[config.mk]
export PLATFORM = sky130hd
export DESIGN_NAME = key_loader
export DESIGN_NICKNAME = d
export VERILOG_FILES = /design/src/rtl/key_loader_pkg.sv /design/src/rtl/key_shift_par.sv /design/src/rtl/key_loader.sv
export SDC_FILE = /design/constraint.sdc
export NUM_CORES = 1
export LEC_CHECK = 0
export CORE_MARGIN = 5
export CORE_UTILIZATION = 55
export CTS_CLUSTER_DIAMETER = 30
export DETAILED_ROUTE_END_ITERATION = 12
export GPL_ROUTABILITY_DRIVEN = 0
export PLACE_DENSITY = 0.81
export SYNTH_ARGS = -nofsm -noshare
export SYNTH_HDL_FRONTEND = slang
export SYNTH_SLANG_ARGS = --single-unit
[constraint.sdc]
create_clock -name clk -period 2.62 [get_ports clk]
set_input_delay 0.524 -clock clk [delete_from_list [all_inputs] [get_ports clk]]
set_output_delay 0.524 -clock clk [all_outputs]
set_load 0.05 [all_outputs]
[src/rtl/key_loader_pkg.sv]
// Purpose: shared types and helpers for the serial key loader.
// Latency: n/a (types, constants and a pure function only).
// Backpressure: n/a.
package key_loader_pkg;

  // Width of the consecutive-failure counter; it saturates at its all-ones value.
  localparam int FAIL_CNT_W = 4;

  typedef enum logic [2:0] {
    KL_IDLE    = 3'd0,
    KL_SHIFT   = 3'd1,
    KL_CHECK   = 3'd2,
    KL_ARMED   = 3'd3,
    KL_ERROR   = 3'd4,
    KL_LOCKOUT = 3'd5
  } kl_state_t;

  // Serial bits in one frame: the key itself plus the trailing even-parity bit.
  function automatic int frame_bits(input int key_width);
    return key_width + 1;
  endfunction

endpackage

[src/rtl/key_shift_par.sv]
// Purpose: LSB-first deserialiser with bit counter and running even parity.
// Latency: one edge per accepted bit; done is flagged combinationally on the final accept.
// Backpressure: none of its own; the parent gates accept with its ready/valid handshake.
//
// Ports:
//   clk, rst   - clock and synchronous active-high reset
//   clear      - zero the shift register, counter and parity (new frame)
//   accept     - bit_in is consumed on this edge
//   bit_in     - serial data bit
//   done       - this accept is the last bit of the frame (the parity bit)
//   parity_ok  - XOR of every accepted bit so far is zero
//   data       - assembled key bits
module key_shift_par
  import key_loader_pkg::*;
#(
  parameter int KEY_WIDTH = 16
) (
  input  logic                 clk,
  input  logic                 rst,
  input  logic                 clear,
  input  logic                 accept,
  input  logic                 bit_in,
  output logic                 done,
  output logic                 parity_ok,
  output logic [KEY_WIDTH-1:0] data
);

  localparam int FRAME_BITS = frame_bits(KEY_WIDTH);
  localparam int CNT_W      = $clog2(KEY_WIDTH + 2);

  logic [CNT_W-1:0]     bit_cnt;
  logic [KEY_WIDTH-1:0] shift_q;
  logic                 par_q;

  // The parent must leave SHIFT on this same edge, so the flag cannot wait a cycle.
  assign done      = accept && (bit_cnt == CNT_W'(FRAME_BITS - 1));
  assign parity_ok = ~par_q;
  assign data      = shift_q;

  always_ff @(posedge clk) begin
    if (rst || clear) begin
      bit_cnt <= '0;
      shift_q <= '0;
      par_q   <= 1'b0;
    end else if (accept && (bit_cnt < CNT_W'(FRAME_BITS))) begin
      // Decode the position explicitly: the counter is one bit wider than a
      // key index because it also has to count the parity bit.
      for (int i = 0; i < KEY_WIDTH; i++) begin
        if (bit_cnt == CNT_W'(i)) begin
          shift_q[i] <= bit_in;
        end
      end
      par_q   <= par_q ^ bit_in;
      bit_cnt <= bit_cnt + 1'b1;
    end
  end

endmodule

[src/rtl/key_loader.sv]
// Purpose: receives a parity-protected serial key frame and drives the locked core's key bus.
// Latency: key_armed/key_err/locked_out update 2 edges after the parity-bit accept.
// Backpressure: sdi_ready is high only in SHIFT; bits offered at other times are dropped.
//
// Ports:
//   clk, rst      - clock and synchronous active-high reset
//   frame_start   - one-cycle pulse that starts (or restarts) a frame
//   sdi/sdi_valid - serial key bit and its qualifier; sdi_ready accepts it
//   key_out       - parallel key, DECOY unless a verified key is held
//   key_armed     - key_out carries a verified key
//   key_err       - last frame failed parity
//   locked_out    - sticky lockout after MAX_TRIES consecutive bad frames
//   fail_cnt      - consecutive failed frames (saturating)
module key_loader
  import key_loader_pkg::*;
#(
  parameter int                   KEY_WIDTH = 16,
  parameter logic [KEY_WIDTH-1:0] DECOY     = '0,
  parameter int                   MAX_TRIES = 3
) (
  input  logic                  clk,
  input  logic                  rst,
  input  logic                  frame_start,
  input  logic                  sdi,
  input  logic                  sdi_valid,
  output logic                  sdi_ready,
  output logic [KEY_WIDTH-1:0]  key_out,
  output logic                  key_armed,
  output logic                  key_err,
  output logic                  locked_out,
  output logic [FAIL_CNT_W-1:0] fail_cnt
);

  localparam logic [2:0] ST_IDLE    = KL_IDLE;
  localparam logic [2:0] ST_SHIFT   = KL_SHIFT;
  localparam logic [2:0] ST_CHECK   = KL_CHECK;
  localparam logic [2:0] ST_ARMED   = KL_ARMED;
  localparam logic [2:0] ST_ERROR   = KL_ERROR;
  localparam logic [2:0] ST_LOCKOUT = KL_LOCKOUT;

  logic [2:0]            state_q;
  logic [2:0]            state_d;
  logic                  start_ok;
  logic                  accept;
  logic                  sp_done;
  logic                  sp_parity_ok;
  logic [KEY_WIDTH-1:0]  sp_data;
  logic [FAIL_CNT_W-1:0] fail_inc;

  // frame_start is honoured everywhere except CHECK and LOCKOUT.
  assign start_ok = frame_start &&
                    ((state_q == ST_IDLE)  || (state_q == ST_SHIFT) ||
                     (state_q == ST_ARMED) || (state_q == ST_ERROR));

  // A bit colliding with frame_start belongs to the aborted frame, so drop it.
  assign accept = (state_q == ST_SHIFT) && sdi_ready && sdi_valid && !frame_start;

  assign fail_inc = (fail_cnt == {FAIL_CNT_W{1'b1}}) ? fail_cnt : fail_cnt + 1'b1;

  key_shift_par #(
    .KEY_WIDTH (KEY_WIDTH)
  ) u_shift (
    .clk       (clk),
    .rst       (rst),
    .clear     (start_ok),
    .accept    (accept),
    .bit_in    (sdi),
    .done      (sp_done),
    .parity_ok (sp_parity_ok),
    .data      (sp_data)
  );

  always_comb begin
    state_d = state_q;
    case (state_q)
      ST_IDLE, ST_ARMED, ST_ERROR: begin
        if (frame_start) state_d = ST_SHIFT;
      end
      ST_SHIFT: begin
        if (frame_start)  state_d = ST_SHIFT;
        else if (sp_done) state_d = ST_CHECK;
      end
      ST_CHECK: begin
        if (sp_parity_ok)                           state_d = ST_ARMED;
        else if (fail_inc == FAIL_CNT_W'(MAX_TRIES)) state_d = ST_LOCKOUT;
        else                                        state_d = ST_ERROR;
      end
      ST_LOCKOUT: state_d = ST_LOCKOUT;
      default:    state_d = ST_IDLE;
    endcase
  end

  // Every output is a flop decoded from the next state, so nothing reaches
  // the pins combinationally and flags change on the same edge as the state.
  always_ff @(posedge clk) begin
    if (rst) begin
      state_q    <= ST_IDLE;
      sdi_ready  <= 1'b0;
      key_out    <= DECOY;
      key_armed  <= 1'b0;
      key_err    <= 1'b0;
      locked_out <= 1'b0;
      fail_cnt   <= '0;
    end else begin
      state_q    <= state_d;
      sdi_ready  <= (state_d == ST_SHIFT);
      key_armed  <= (state_d == ST_ARMED);
      key_err    <= (state_d == ST_ERROR);
      locked_out <= (state_d == ST_LOCKOUT);

      // Load only on CHECK->ARMED; otherwise hold while armed, DECOY elsewhere,
      // so partial shift contents never appear on the key bus.
      if (state_d != ST_ARMED) begin
        key_out <= DECOY;
      end else if (state_q == ST_CHECK) begin
        key_out <= sp_data;
      end

      if (state_q == ST_CHECK) begin
        fail_cnt <= sp_parity_ok ? '0 : fail_inc;
      end
    end
  end

endmodule

# After elaboration in Yosys (flattened, before gate mapping)
# Cells that the tools add are included.
[op_classes]
n_addsub = 2
mul = 0
div_mod_pow = 0
order_cmp = 1
n_eq_ne = 28
shifts = 0
n_mux = 8
bitwise_logic = 1
n_reduce_logical = 31
[op_table]
columns = ["cell", "count"]
rows = [
  ["equality test 5 x 4 -> 1 bit, second input constant", 8],
  ["AND reduction 2 bit", 16],
  ["equality test 5 x 3 -> 1 bit, second input constant", 4],
  ["equality test 3 bit, second input constant", 4],
  ["two-way mux 3 bit", 4],
  ["case mux 3 bit (4 select lines)", 1],
  ["equality test 5 x 2 -> 1 bit, second input constant", 2],
  ["equality test 3 x 2 -> 1 bit, second input constant", 3],
  ["two-way mux 4 bit", 2],
  ["equality test 3 x 1 -> 1 bit, second input constant", 2],
  ["logical AND 1 bit", 6],
  ["adder 5 x 1 -> 5 bit, second input constant", 1],
  ["equality test 5 x 1 -> 1 bit, second input constant", 1],
  ["equality test 5 bit, second input constant", 1],
  ["zero test 5 bit", 1],
  ["< comparator 5 bit, second input constant", 1],
  ["adder 4 x 1 -> 4 bit, second input constant", 1],
  ["equality test 4 x 2 -> 1 bit, second input constant", 1],
  ["equality test 4 bit, second input constant", 1],
  ["logical OR 1 bit", 4],
  ["zero test 3 bit", 1],
  ["!= test 3 x 2 -> 1 bit, second input constant", 1],
  ["OR reduction 3 bit", 1],
  ["OR reduction 2 bit", 1],
  ["3 further kinds", 3],
]
[totals]
reg_bits = 49
latch_bits = 0
ramBits = 0
rom_bits = 0
inputBits = 5
output_inout_bits = 24
wordCells = 96
n_memories = 0

# Longest topological paths before layout
# Gate-level depths: netlist (run 1).
[logic_depth]
word_depth = 10
depth_mapped = 7
mapped_depth_nobuf = 6

# Modules after synthesis
# From an unflattened synthesis (run 1), not the netlist that was laid out.
[unflattened]
hier_cells = 255
hier_area_um2 = 2397.3
[modules_own_cells]
columns = ["mod", "instances", "cells_each", "area_per_inst_um2", "seq_area_each_um2"]
rows = [
  ["key_loader", 1, 127, 1297.5, 540.5],
  ["key_shift_par", 1, 128, 1099.8, 440.4],
]

# Worst setup path before layout (run 1)
# OpenSTA, ideal clock, no wires.
[synth_timing]
kind = "register to register"
start = "reg fail_cnt[0]"
end = "reg key_out[4]"
setup_ns = 0.156
arrival_ns = 1.853
required_ns = 2.464
path_slack_ns = 0.612
stages_incl_launch_ff = 6
path_buffers = 1
synth_period_minus_slack_ns = 2.008
path_cell_list = "dfxtp_1 > ha_1 > nor4b_4 > a221oi_2 > buf_6 > a2111oi_2"
[synth_between]
elab_chain_cells = 8
elab_cells_between_ends = 9
classes_between = "add/sub: 1; eq/ne: 3; mux: 4; reduce/logical: 1"
[synth_lines]
columns = ["item", "line_no", "source"]
rows = [
  ["start, declared", "key_loader.sv:31", "output logic [FAIL_CNT_W-1:0] fail_cnt"],
  ["start signal, assigned", "key_loader.sv:120", "fail_cnt <= sp_parity_ok ? '0 : fail_inc;"],
  ["adder 4 x 1 -> 4 bit / equality test 4 bit (equally long branches)", "key_loader.sv:58", "assign fail_inc = (fail_cnt == {FAIL_CNT_W{1'b1}}) ? fail_cnt : fail_cnt + 1'b1;"],
  ["two-way mux 4 bit *", "key_loader.sv:58", ""],
  ["equality test 4 x 2 -> 1 bit *", "key_loader.sv:85", "else if (fail_inc == FAIL_CNT_W'(MAX_TRIES)) state_d = ST_LOCKOUT;"],
  ["two-way mux 1 bit *", "key_loader.sv:85", ""],
  ["two-way mux 3 bit *", "key_loader.sv:84", "if (sp_parity_ok) state_d = ST_ARMED;"],
  ["case mux 3 bit (4 select lines) *", "key_loader.sv:75", "case (state_q)"],
  ["!= test 3 x 2 -> 1 bit *", "key_loader.sv:113", "if (state_d != ST_ARMED) begin"],
  ["OR reduction 2 bit (no source line) *", "-", ""],
  ["end signal, assigned", "key_loader.sv:116", "key_out <= sp_data;"],
  ["end, declared", "key_loader.sv:27", "output logic [KEY_WIDTH-1:0] key_out,"],
]
# Every way passes the cells marked *; elsewhere a longest branch is shown, timed or not.
# A chain may end at the register's enable or synchronous reset.

# Worst setup path in the final report (run 1)
[layout_timing]
start = "reg fail_cnt[0]"
end = "out fail_cnt[0]"
# No word-level cell between the ends.

==> impl_metrics.csv, run 1 <==
group,metric,value,unit
status,status,"completed",
grt,grt_pass1_wl,8510,um
route,antenna_left,0,
sta,max_freq,456,MHz
route,avgViaCountPerCell,5.92,
route,drt_iter0_markers,141,
clock_tree,cts.reportedPaths.clkPinSlew,0.09,ns
critical_path,crit_path_end_kind,"primary output",
grt,grt.overflow.total,0,
grt,top_usage_layer,"met2",
yosys,syn_area_per_cell,9.61,sq um
critical_path,crit_chain,"clkdlybuf4s50_1",
clock_tree,clk_latency,0.30,ns
yosys,yosysTopAreaCell,"dfxtp_1",
clock_tree,cts_root_buf,"clkbuf_8",
grt,grt.met2_usage,29.2,%
critical_path,r2r_slack,0.57,ns
sta,clock_skew,0.00549,ns
power,pwr-share-comb,6.3,%
place,dp_hpwl,3480,um
place,numPortBuffers,28,
clock_tree,max-clock-path-buffers,2,
yosys,synthTopCellsByArea,"dfxtp_1 41%, a2111oi_2 9.3%, nand2_1 7.0%, mux2i_1 3.3%, ha_1 3.1%",
route,wl,4940,um
die,chipHeight,76.2,um
layout,area_delta_synth_final,18.4,%
critical_path,r2r_end,"key_out[12]",
yosys,ys_warn_count,0,
critical_path,worstPathMaxFanout,7,
sta,fin_tns_setup,0,ns
layout,layout-drive-gt1-share,15.0,%
yosys,ys_async_sr_fraction,0,%
clock_tree,postCtsSetupBuffers,0,
layout,n_antenna_cell,0,
yosys,synth_most_common_cell,"dfxtp_1",
power,intPower,1.09,mW
grt,grt_pass1_vias,1774,
sta,drv_slew,0,
yosys,synthTopCellsByCount,"49 x dfxtp_1, 45 x nand2_1, 16 x nor2_1",
yosys,synth_fp_nets,262,
route,num_vias,1930,
grt,antenna_found_initial,0,
power,switchingPower,0.308,mW
clock_tree,cts_tree,"built",
die,die-area,0.00581,sq mm
die,rows,24,
die,core,0.00429,sq mm
route,route.detailed.drc,0,
power,ir_worst_vdd,0.298,mV
yosys,synthFlopType,"dfxtp_1",
critical_path,startpoint_type,"register",
clock_tree,h-tree-depth,2,
yosys,synth_top_area_share,40.7,%
die,initial_core_util,56.2,%
critical_path,path_delay_family,"buffers and inverters",
grt,grt_max_degree,25,
critical_path,cp_slowest_stage_delay,0.87,ns
power,p_seq_share,54.0,%
route,wl_per_cell,15.2,um
critical_path,slowest_stage,"clkdlybuf4s50_1",
route,firstDrtPassIters,4,
sta,min_period,2.19,ns
die,io_pins,29,
power,pwr-share-clk,39.8,%
grt,use_met1,22.5,%
clock_tree,cts_resized,0,
critical_path,endpoint,"fail_cnt[0]",
die,die_w,76.2,um
layout,fin_nets,284,
power,power.static_leakage,0.916,nW
grt,use_met3,3.90,%
yosys,synth-seq-area-share,40.7,%
hold_path,worstHoldPathType,"reg -> reg",
sta,finalHoldViolCount,0,
sta,hold_ws,0.481,ns
power,power.share.switching,22.0,%
clock_tree,hold_buffers,0,
critical_path,arrival,1.67,ns
grt,grt_usage,17.4,%
critical_path,worst-path-buf-inv,1,
yosys,syn_area,0.00241,sq mm
sta,worst_pin_slew,0.647,ns
yosys,ys_seq_elements,49,
yosys,synth-edff-count,0,
critical_path,reg2reg_depth,5,
sta,rsz0062_at_grt,"no",
critical_path,rr_startpoint,"state_q[1]",
critical_path,critPathKind,"reg -> out",
sta,finalSetupViolations,0,
power,cellPowerDensity,489,mW/mm^2
critical_path,cp.depth,1,
critical_path,critPathRequiredTime,2.10,ns
flow_run,max-cap-violations,0,
sta,finalCritPeriodShare,83.7,%
clock_tree,cts_made_buffers,5,
clock_tree,clock_sinks,49,
yosys,synth.distinct_cells,44,
sta,maxSlewHeadroom,56.3,%
critical_path,startpoint,"fail_cnt[0]",
yosys,synthCells,251,
[flip-flops by register name (all words and copies together) (netlist names)]
signal,cells
u_shift.data,16
key_out,16
locked_out,1
sdi_ready,1
state_q,3
u_shift.par_q,1
key_armed,1
u_shift.bit_cnt,5
fail_cnt,4
key_err,1
[per-stage QoR]
| stage | instance area, sq um | worst slack [ns] | instances | util (%) | power [mW] |
|---|---|---|---|---|---|
| global placement | 2740 | 0.258 | 318 | 63.7 | 0.857 |
| global route | 2860 | 0.369 | 326 | 66.5 | 1.44 |
| finish | 2860 | 0.426 | 326 | 66.5 | 1.40 |
| detailed placement | 2740 | 0.210 | 318 | 63.7 | 0.858 |
| CTS | 2860 | 0.417 | 326 | 66.5 | 1.41 |
| floorplan | 2410 | 0.612 | 251 | - | 0.834 |
[tightest hold or removal path, stage by stage (launching register included)]
cell       delay [ns]
dfxtp_1          0.32
nand2_1          0.06
a2111oi_2        0.06
[placed cells by master, fill, tap and decap left out, types with 7 or more instances in the layout]
cell type	count
nor2_1	16
mux2i_1	8
clkdlybuf4s50_1	28
nand3_1	12
o31ai_1	8
nand2_1	45
a2111oi_2	15
buf_4	7
o211ai_1	9
dfxtp_1	49
[layout make-up]
cell class,count,area [sq um]
fillers,347,1440
multi-input cells,177,1320
flip-flops and latches,49,981
repair buffers,36,353
clock buffers,6,82.6
well taps,52,65.1
clock inverters,2,37.5
inverters,4,15.0
[power by group through the flow]
stage	sequential, mW	clock, mW	combinational [mW]
floorplan	0.771	0	0.0626
global placement	0.770	0	0.0867
detailed placement	0.771	0	0.0877
CTS	0.753	0.568	0.0878
global route	0.754	0.597	0.0938
finish	0.753	0.555	0.0879
[worst min-delay path by stage]
stage	startpoint	slack, ns	cells past startpoint	to
after floorplan	u_shift.data[15]	0.44	2	u_shift.data[15]
after global placement	u_shift.data[15]	0.46	2	u_shift.data[15]
after detailed placement	u_shift.data[13]	0.47	2	u_shift.data[13]
after CTS	key_out[7]	0.49	2	key_out[7]
after global routing	key_out[7]	0.50	2	key_out[7]
final	key_out[7]	0.48	2	key_out[7]
[routing by layer]
layer / wire length, um / share of wire [%] / up-vias
met2: 2400 / 48 / 50
met4: 51 / 1.0 / 0
met3: 248 / 5.0 / 4
met1: 2240 / 45 / 905
met5: 0 / 0 / -
li1: - / - / 971
[cell families after synthesis]
logic type	count (synthesis)	share of synthesized area (%)
buffers and inverters	25	5.24
AO/OA/AOI/OAI	51	22.1
adder cells (fa/ha/maj)	6	3.11
multiplexers	8	3.32
XOR/XNOR	4	1.45
AND/OR/NAND/NOR	108	24.1
flip-flops	49	40.7
Power figures use the tool's default switching activity.
==> run 2, diff against run 1 <==
- clock period: 2.62 -> 2.1 ns (I/O delays scaled with it)
==> impl_metrics.csv, run 2 (synthesis results as in run 1) <==
group,metric,value,unit
critical_path,arrival,1.57,ns
place,dp_hpwl,3770,um
route,firstDrtPassIters,5,
sta,rsz0062_at_grt,"no",
grt,grt_max_degree,26,
grt,use_met3,4.37,%
power,fin_total_pwr,1.78,mW
route,antenna_left,0,
sta,fin_tns_setup,0,ns
layout,fin_nets,298,
layout,multiInputGateArea,0.00132,sq mm
route,wl_per_cell,15.5,um
critical_path,critPathKind,"reg -> out",
critical_path,crit_chain,"clkdlybuf4s50_1",
layout,fill_cells,331,
route,num_vias,2008,
status,status,"completed",
hold_path,worstHoldPathType,"reg -> reg",
layout,mostFrequentLayoutCells,"49 x dfxtp_1, 45 x nand2_1, 26 x clkdlybuf4s50_1",
die,core,0.00429,sq mm
sta,min_period,1.99,ns
layout,layout_commonest_cell,"dfxtp_1",
sta,hold_ws,0.480,ns
place,dp.cells,332,
die,rows,24,
clock_tree,hold_buffers,0,
sta,layout_setup_ws,0.109,ns
sta,maxSlewHeadroom,65.4,%
grt,grt_pass1_wl,9290,um
place,placed_cell_area,0.00285,sq mm
sta,finalHoldViolCount,0,
layout,n_antenna_cell,0,
flow_run,max-cap-violations,0,
die,io_pins,29,
critical_path,worst-path-buf-inv,1,
layout,fin_cells,340,
layout,design_area,0.00298,sq mm
critical_path,startpoint_type,"register",
grt,grt.overflow.total,0,
power,power.static_leakage,1.03,nW
critical_path,worstPathMaxFanout,5,
clock_tree,cts_root_buf,"clkbuf_8",
sta,drv_slew,0,
layout,area_delta_synth_final,23.4,%
clock_tree,clk_latency,0.31,ns
route,wl,5280,um
clock_tree,clock_sinks,49,
critical_path,path_delay_family,"buffers and inverters",
sta,worst_pin_slew,0.512,ns
clock_tree,h-tree-depth,2,
clock_tree,cts_made_buffers,5,
critical_path,cp_slowest_stage_delay,0.84,ns
layout,utilization,69.3,%
layout,regArea,981,sq um
sta,clock_skew,0.00958,ns
grt,grt_pass1_vias,1916,
sta,finalCritPeriodShare,94.8,%
die,chipHeight,76.2,um
critical_path,cp.depth,1,
die,initial_core_util,56.2,%
critical_path,reg2reg_depth,5,
route,route.detailed.drc,0,
grt,grt.met2_usage,34.2,%
grt,antenna_found_initial,0,
die,die-area,0.00581,sq mm
grt,grt_usage,19.3,%
layout,layout-drive-gt1-share,19.1,%
route,avgViaCountPerCell,5.91,
grt,use_met1,22.7,%
power,ir_worst_vdd,0.499,mV
route,drt_iter0_markers,89,
critical_path,r2r_slack,0.17,ns
place,numPortBuffers,28,
clock_tree,cts.reportedPaths.clkPinSlew,0.09,ns
sta,finalSetupViolations,0,
sta,max_freq,502,MHz
die,die_w,76.2,um
hold_path,hold-path-cell-count,2,
place,post-place-ws,-0.0950,ns
critical_path,slowest_stage,"clkdlybuf4s50_1",
power,cellPowerDensity,598,mW/mm^2
critical_path,crit_path_end_kind,"primary output",
grt,top_usage_layer,"met2",
clock_tree,max-clock-path-buffers,2,
clock_tree,cts_tree,"built",
critical_path,critPathRequiredTime,1.68,ns
run 2: cell count changes in the layout (fill, tap and decap cells not counted), sizes merged:
cell,change
dlymetal6s2s,+2
buf,+14
clkdlybuf4s50,-2
run 2: area by class of cell:
class	instances	share of cell area, %
Multi-Input combinational cell	177	44.4
Sequential cell	49	32.9
Timing Repair Buffer	50	16.0
Clock buffer	6	2.77
Tap cell	52	2.18
Clock inverter	2	1.26
Inverter	4	0.504
run 2: metal layers:
layer,vias to the layer above,routed length (um)
met2,40,2670
met1,971,2300
met4,0,72
met5,-,0
met3,9,233
li1,988,-
run 2: power by group:
part / internal (mW) / switching (mW)
logic: 0.0509 / 0.0762
registers: 0.932 / 0.00654
clock network: 0.388 / 0.326
run 2: repair_timing:
item / CTS / global route
endpoints found under the setup margin: 0 / 2
resized for setup: 0 / 2
setup buffers: 0 / 0
run 2: final timing paths:
check                                    to   startpoint
worst max register to register   key_out[2]   state_q[0]
worst min register to register  key_out[10]  key_out[10]
worst max-delay path            fail_cnt[1]  fail_cnt[1]
worst min-delay path            key_out[10]  key_out[10]
